==> config.mk <==
export PLATFORM = sky130hd
export DESIGN_NAME = ram_dp_clr
export DESIGN_NICKNAME = d
export VERILOG_FILES = /design/src/rtl/ram_pkg.sv /design/src/rtl/ram_clear_fsm.sv /design/src/rtl/ram_dp_clr.sv
export SDC_FILE = /design/constraint.sdc
export NUM_CORES = 1
export LEC_CHECK = 0
export BUFFER_PORTS_ARGS = -buffer_cell sky130_fd_sc_hd__buf_2
export CELL_PAD_IN_SITES_DETAIL_PLACEMENT = 1
export CELL_PAD_IN_SITES_GLOBAL_PLACEMENT = 1
export CORE_ASPECT_RATIO = 0.9
export CORE_MARGIN = 1.5
export CORE_UTILIZATION = 53
export CTS_CLUSTER_SIZE = 25
export DETAILED_ROUTE_END_ITERATION = 16
export PLACE_DENSITY_LB_ADDON = 0.05
export SKIP_LAST_GASP = 1
export SYNTH_ARGS = -nofsm -noshare
export SYNTH_HDL_FRONTEND = slang
export SYNTH_SLANG_ARGS = --single-unit
==> constraint.sdc <==
create_clock -name clk -period 4 [get_ports clk]
set_clock_uncertainty 0.2 [all_clocks]
set_input_delay 0.6 -clock clk [delete_from_list [all_inputs] [get_ports clk]]
set_output_delay 0.6 -clock clk [all_outputs]
set_load 0.02 [all_outputs]
==> src/rtl/ram_pkg.sv <==
// ram_pkg
//   Shared definitions for the clearable simple-dual-port RAM.
//   - BYTE_W  : width of one byte lane covered by a single write enable.
//   - state_t : clear-sweep controller states (idle / sweeping).
//   - clog2   : address width helper, never returns less than 1 so that a
//               single-word RAM still has a usable address port.
package ram_pkg;

    localparam int BYTE_W = 8;

    typedef enum logic {
        ST_IDLE  = 1'b0,
        ST_CLEAR = 1'b1
    } state_t;

    // Ceiling log2 with a floor of 1.
    function automatic int clog2(input int value);
        int result;
        result = 0;
        while ((1 << result) < value) begin
            result++;
        end
        if (result < 1) begin
            result = 1;
        end
        return result;
    endfunction

endpackage

==> src/rtl/ram_clear_fsm.sv <==
// ram_clear_fsm
//   Sequencer for the hardware clear sweep of ram_dp_clr. When started it
//   walks an address counter from 0 to DEPTH-1, one word per cycle, and
//   asks the array to write zero at each address.
// Parameters
//   DEPTH          number of words to sweep
//   CLEAR_ON_RESET non-zero: start a sweep straight out of reset
// Ports
//   clk      in   clock, rising edge
//   rst      in   synchronous active-high reset; restarts the sweep at 0
//   clr      in   request a sweep; only honoured while busy is low
//   busy     out  high in the cycle after reset and for the whole sweep
//   clr_we   out  write-zero strobe for the array
//   clr_add  out  address to zero this cycle
module ram_clear_fsm
    import ram_pkg::*;
#(
    parameter int DEPTH          = 8,
    parameter int CLEAR_ON_RESET = 1,
    localparam int ADDR_W        = clog2(DEPTH)
) (
    input  logic              clk,
    input  logic              rst,
    input  logic              clr,
    output logic              busy,
    output logic              clr_we,
    output logic [ADDR_W-1:0] clr_add
);

    localparam logic [ADDR_W-1:0] LAST_ADD = ADDR_W'(DEPTH - 1);

    state_t            state;
    state_t            state_next;
    logic [ADDR_W-1:0] cnt;
    logic [ADDR_W-1:0] cnt_next;
    logic              in_reset;

    // State, sweep counter and the one-cycle "just left reset" flag. The flag
    // keeps busy high for the first cycle after reset even when no sweep is
    // configured, so the user ports are never live in that cycle.
    always_ff @(posedge clk) begin
        if (rst) begin
            state    <= (CLEAR_ON_RESET != 0) ? ST_CLEAR : ST_IDLE;
            cnt      <= '0;
            in_reset <= 1'b1;
        end else begin
            state    <= state_next;
            cnt      <= cnt_next;
            in_reset <= 1'b0;
        end
    end

    // Next state: a sweep ends on the edge that zeroes the last word, and a
    // clr request arriving while busy is simply dropped.
    always_comb begin
        state_next = state;
        cnt_next   = cnt;
        case (state)
            ST_IDLE: begin
                if (clr && !in_reset) begin
                    state_next = ST_CLEAR;
                    cnt_next   = '0;
                end
            end
            ST_CLEAR: begin
                if (cnt == LAST_ADD) begin
                    state_next = ST_IDLE;
                    cnt_next   = '0;
                end else begin
                    cnt_next = cnt + 1'b1;
                end
            end
            default: begin
                state_next = ST_IDLE;
                cnt_next   = '0;
            end
        endcase
    end

    // Outputs decoded from the current state.
    always_comb begin
        busy    = in_reset || (state == ST_CLEAR);
        clr_we  = (state == ST_CLEAR);
        clr_add = cnt;
    end

endmodule

==> src/rtl/ram_dp_clr.sv <==
// ram_dp_clr
//   Parametrised simple-dual-port RAM (one write port, one read port, one
//   clock) with byte-enabled writes, registered reads, write-first bypass on
//   same-address collisions and a hardware clear sweep.
// Parameters
//   DATA_W          word width, multiple of 8
//   DEPTH           number of words, any positive value
//   RD_LAT          read latency, 1 or 2 cycles
//   CLEAR_ON_RESET  non-zero: zero the array after reset
// Ports
//   clk       in   clock, rising edge
//   rst       in   synchronous active-high reset
//   clr       in   request a full clear (ignored while busy)
//   busy      out  in reset or clearing; wr, rd, clr ignored while high
//   wr        in   write enable
//   wr_add    in   write address
//   wr_data   in   write data
//   wr_be     in   byte enables, bit i covers wr_data[8i+7:8i]
//   rd        in   read request
//   rd_add    in   read address
//   rd_data   out  read data, holds its value between reads
//   rd_valid  out  one-cycle strobe marking rd_data as fresh
module ram_dp_clr
    import ram_pkg::*;
#(
    parameter int DATA_W         = 8,
    parameter int DEPTH          = 8,
    parameter int RD_LAT         = 1,
    parameter int CLEAR_ON_RESET = 1,
    localparam int ADDR_W        = clog2(DEPTH),
    localparam int BE_W          = DATA_W / BYTE_W
) (
    input  logic              clk,
    input  logic              rst,
    input  logic              clr,
    output logic              busy,
    input  logic              wr,
    input  logic [ADDR_W-1:0] wr_add,
    input  logic [DATA_W-1:0] wr_data,
    input  logic [BE_W-1:0]   wr_be,
    input  logic              rd,
    input  logic [ADDR_W-1:0] rd_add,
    output logic [DATA_W-1:0] rd_data,
    output logic              rd_valid
);

    // One extra bit so DEPTH itself is representable when it is a power of 2.
    localparam logic [ADDR_W:0] DEPTH_LIM = DEPTH[ADDR_W:0];

    logic [DATA_W-1:0] mem [DEPTH];

    logic              clr_we;
    logic [ADDR_W-1:0] clr_add;
    logic              wr_in_range;
    logic              rd_in_range;
    logic              wr_ok;
    logic              rd_ok;
    logic              collide;
    logic [DATA_W-1:0] rd_word;

    ram_clear_fsm #(
        .DEPTH          (DEPTH),
        .CLEAR_ON_RESET (CLEAR_ON_RESET)
    ) u_clear_fsm (
        .clk     (clk),
        .rst     (rst),
        .clr     (clr),
        .busy    (busy),
        .clr_we  (clr_we),
        .clr_add (clr_add)
    );

    // Port qualification and the write-first read word. Addresses past the
    // end of a non-power-of-2 array read as zero and never alias a write.
    // On a collision the enabled bytes come from wr_data, the rest from the
    // array, which is exactly what the array holds after this edge.
    always_comb begin
        wr_in_range = ({1'b0, wr_add} < DEPTH_LIM);
        rd_in_range = ({1'b0, rd_add} < DEPTH_LIM);
        wr_ok       = wr && !busy && wr_in_range;
        rd_ok       = rd && !busy;
        collide     = wr_ok && (wr_add == rd_add);
        rd_word     = '0;
        if (rd_in_range) begin
            rd_word = mem[rd_add];
            if (collide) begin
                for (int i = 0; i < BE_W; i++) begin
                    if (wr_be[i]) begin
                        rd_word[i*BYTE_W +: BYTE_W] = wr_data[i*BYTE_W +: BYTE_W];
                    end
                end
            end
        end
    end

    // Array write mux: the sweep owns the array while it runs (busy blocks
    // the user port then), and reset suppresses every write.
    always_ff @(posedge clk) begin
        if (!rst) begin
            if (clr_we) begin
                mem[clr_add] <= '0;
            end else if (wr_ok) begin
                for (int i = 0; i < BE_W; i++) begin
                    if (wr_be[i]) begin
                        mem[wr_add][i*BYTE_W +: BYTE_W] <= wr_data[i*BYTE_W +: BYTE_W];
                    end
                end
            end
        end
    end

    // Read pipeline. The data registers only load alongside a valid so that
    // rd_data holds between reads; reset flushes any read in flight.
    generate
        if (RD_LAT == 2) begin : g_lat2
            logic              stage_valid;
            logic [DATA_W-1:0] stage_data;

            always_ff @(posedge clk) begin
                if (rst) begin
                    stage_valid <= 1'b0;
                    stage_data  <= '0;
                    rd_valid    <= 1'b0;
                    rd_data     <= '0;
                end else begin
                    stage_valid <= rd_ok;
                    if (rd_ok) begin
                        stage_data <= rd_word;
                    end
                    rd_valid <= stage_valid;
                    if (stage_valid) begin
                        rd_data <= stage_data;
                    end
                end
            end
        end else begin : g_lat1
            always_ff @(posedge clk) begin
                if (rst) begin
                    rd_valid <= 1'b0;
                    rd_data  <= '0;
                end else begin
                    rd_valid <= rd_ok;
                    if (rd_ok) begin
                        rd_data <= rd_word;
                    end
                end
            end
        end
    endgenerate

endmodule

==> out/metrics.yaml <==
worst_pin_slew_ns: 0.9585
worstSetupEndpointType: "flop"
rows: 26
grt_overflow: 0
htreeDepth: 3
cts_tree: "built"
cellLeakagePower_nw: 1.300
dr.pass1.iters: 4
ys_seq_elements: 78
num-nets-final: 248
grt_pass1_vias: 1909
grt_setup_unrepaired: "no"
viasPerCell: 5.907
antenna_found_initial: 0
place_congestion: 0.8019
clk-insertion-delay-late_ns: 0.36
crit_type: "flop to flop"
max_slew_margin_pct: 35.61
port_buffers: 29
cp-start-kind: "flop"
tns_ns: 0
syn_avg_cell_area_sq_um: 16.80
remaining_drc_errors: 0
final_cell_area_sq_um: 3608
finalMaxSlewViolations: 0
period_minus_slack_ns: 2.846
syn_nets: 217
status: "completed"
cts_made_buffers: 9
hpwl_um: 4795
n_antenna_cell: 0
pwr_density_cell_nw_per_um2: 433.4
cts_buffer_depth: 2
grt_pass1_wl_um: 10770
die_h_um: 77.58
drtIter0Drc: 97
drv_cap: 0
hold_start: "rd_data[7]$_SDFFE_PP0P_"
ir_drop_v: 0.0003107
worst-endpoint-required_ns: 3.79
drt-total-wl_um: 6915
syn_to_final_growth_pct: 10.16
grt_max_degree: 18
path_max_fanout: 8
max_clock_freq_ghz: 0.3514
cts_root_buf: "clkbuf_8"
yosysSeqAreaShare_pct: 67.23
min_period_over_period_pct: 71.15
cts_resized: 0
antenna_left: 0
finalSetupViolations: 0
hold_buffers: 0
clock-sinks: 78
ioPinCount: 30
drive_above_1_share_pct: 24.24
timing.rr.start: "u_clear_fsm.clr_we$_SDFF_PP1_"
postSynthCellCount: 195
placed_cell_area_sq_um: 3420
final_hold_viol_count: 0
yosysWarningCount: 0
arrival_ns: 2.64
fp.dieW_um: 85.87
initial_core_util_pct: 56.25
routedWlPerCell_um: 22.97
vias: 1778
worstSetupStartpoint: "u_clear_fsm.clr_we$_SDFF_PP1_"
post_cts_buffers: 0
coreArea_sq_um: 5823
min_path_type: "flop to flop"
grt_usage_pct: 23.12
ys_types: 31
clkSlewWorstSetupHoldPaths_ns: 0.08
fillers: 538
netlist_area_sq_um: 3276
die_area_sq_um: 6662
[synth_stat cells, drive strengths merged]
library cell	n	share of area [%]
a21oi	2	0.31
a31oi	2	0.38
a32oi	2	0.53
and2	3	0.57
and3	1	0.19
buf	5	1.6
clkbuf	4	1.1
dfxtp	14	8.6
edfxtp	64	59
ha	2	0.76
inv	9	1.0
mux2	1	0.34
mux2i	11	3.4
mux4	16	12
nand2	12	1.4
nand2b	2	0.38
nand3	4	0.61
nand4bb	1	0.34
nor2	16	1.9
nor2b	4	0.76
nor3	7	1.1
nor4	1	0.65
o211ai	3	1.1
o21ai	1	0.15
o221ai	5	1.3
xor2	3	0.80
[per-layer routing]
metal	up-vias	track usage (%)	wire length, um
met2	70	37.80	3485
met4	0	9.355	155
li1	823	-	-
met3	13	6.809	422
met1	872	29.08	2852
met5	-	0	0
[stage by stage]
| step | setup WS, ns | util (%) | std cells | total power [mW] | hold slack (ns) |
|---|---|---|---|---|---|
| detailed placement | 0.9123 | 58.72 | 285 | 1.010 | 0.2580 |
| finish | 1.154 | 61.97 | 301 | 1.564 | 0.2884 |
| floorplan | 1.567 | - | 195 | 0.9775 | 0.2883 |
| global route | 0.9563 | 61.97 | 301 | 1.610 | 0.3043 |
| global placement | 1.032 | 58.72 | 285 | 1.003 | 0.2516 |
| CTS | 1.146 | 61.97 | 301 | 1.576 | 0.2863 |
[cells by family (layout without fill, tap and decap cells)]
group           count (synthesis)  after routing  share of synthesized area (%)
compound gates                 15             15                          3.858
xor+xnor                        3              3                         0.8023
fa+ha+maj                       2              2                         0.7638
buf+inv                        18             54                          3.743
flops                          78             78                          67.23
mux                            28             28                          15.74
simple gates                   51             51                          7.868
[flip-flops by register name, summed over array words and instances, names as in the netlist]
signal and count:
u_clear_fsm.in_reset 1, u_clear_fsm.clr_add 3, u_clear_fsm.clr_we 1, rd_valid 1, mem 64, rd_data 8
[worst max-delay path, cell delays in order (launching register included)]
cell and delay (ns):
dfxtp_1 0.38, nand4bb_1 0.51, nor2_2 0.45, mux2_2 0.39
nor2_1 0.55
[placed cells by master, fill, tap and decap left out, types with 4 or more instances in the layout]
| cell type | instances |
|---|---|
| buf_2 | 29 |
| dfxtp_1 | 14 |
| nand2_1 | 12 |
| nor2_1 | 15 |
| nand3_1 | 4 |
| nor3_1 | 7 |
| clkbuf_8 | 9 |
| inv_1 | 9 |
| nor2b_1 | 4 |
| edfxtp_1 | 64 |
| mux4_2 | 7 |
| mux2i_1 | 11 |
| o221ai_1 | 5 |
| mux4_1 | 9 |
[final timing paths]
path,cells past startpoint,end,slack (ns)
setup / recovery,4,mem[7][6]$_DFFE_PP_,1.15
hold / removal,2,rd_data[7]$_SDFFE_PP0P_,0.29
setup reg to reg,4,mem[7][6]$_DFFE_PP_,1.15
hold reg to reg,2,rd_data[7]$_SDFFE_PP0P_,0.29
[where the power goes]
part	switching, mW	internal [mW]	leakage (nW)
sequential	0.00878	0.887	0.690
clock	0.286	0.287	0.0981
combinational	0.0565	0.0383	0.512
total	0.351	1.21	1.30
[area by class of cell]
class | instances | area [sq um] | area share, %
Clock buffer | 10 | 127.6 | 3.537
Clock inverter | 6 | 61.31 | 1.699
Multi-Input combinational cell | 99 | 950.9 | 26.35
Sequential cell | 78 | 2202 | 61.03
Inverter | 9 | 33.78 | 0.9362
Tap cell | 70 | 87.58 | 2.427
Timing Repair Buffer | 29 | 145.1 | 4.022
(Power assumes the default switching activity.)
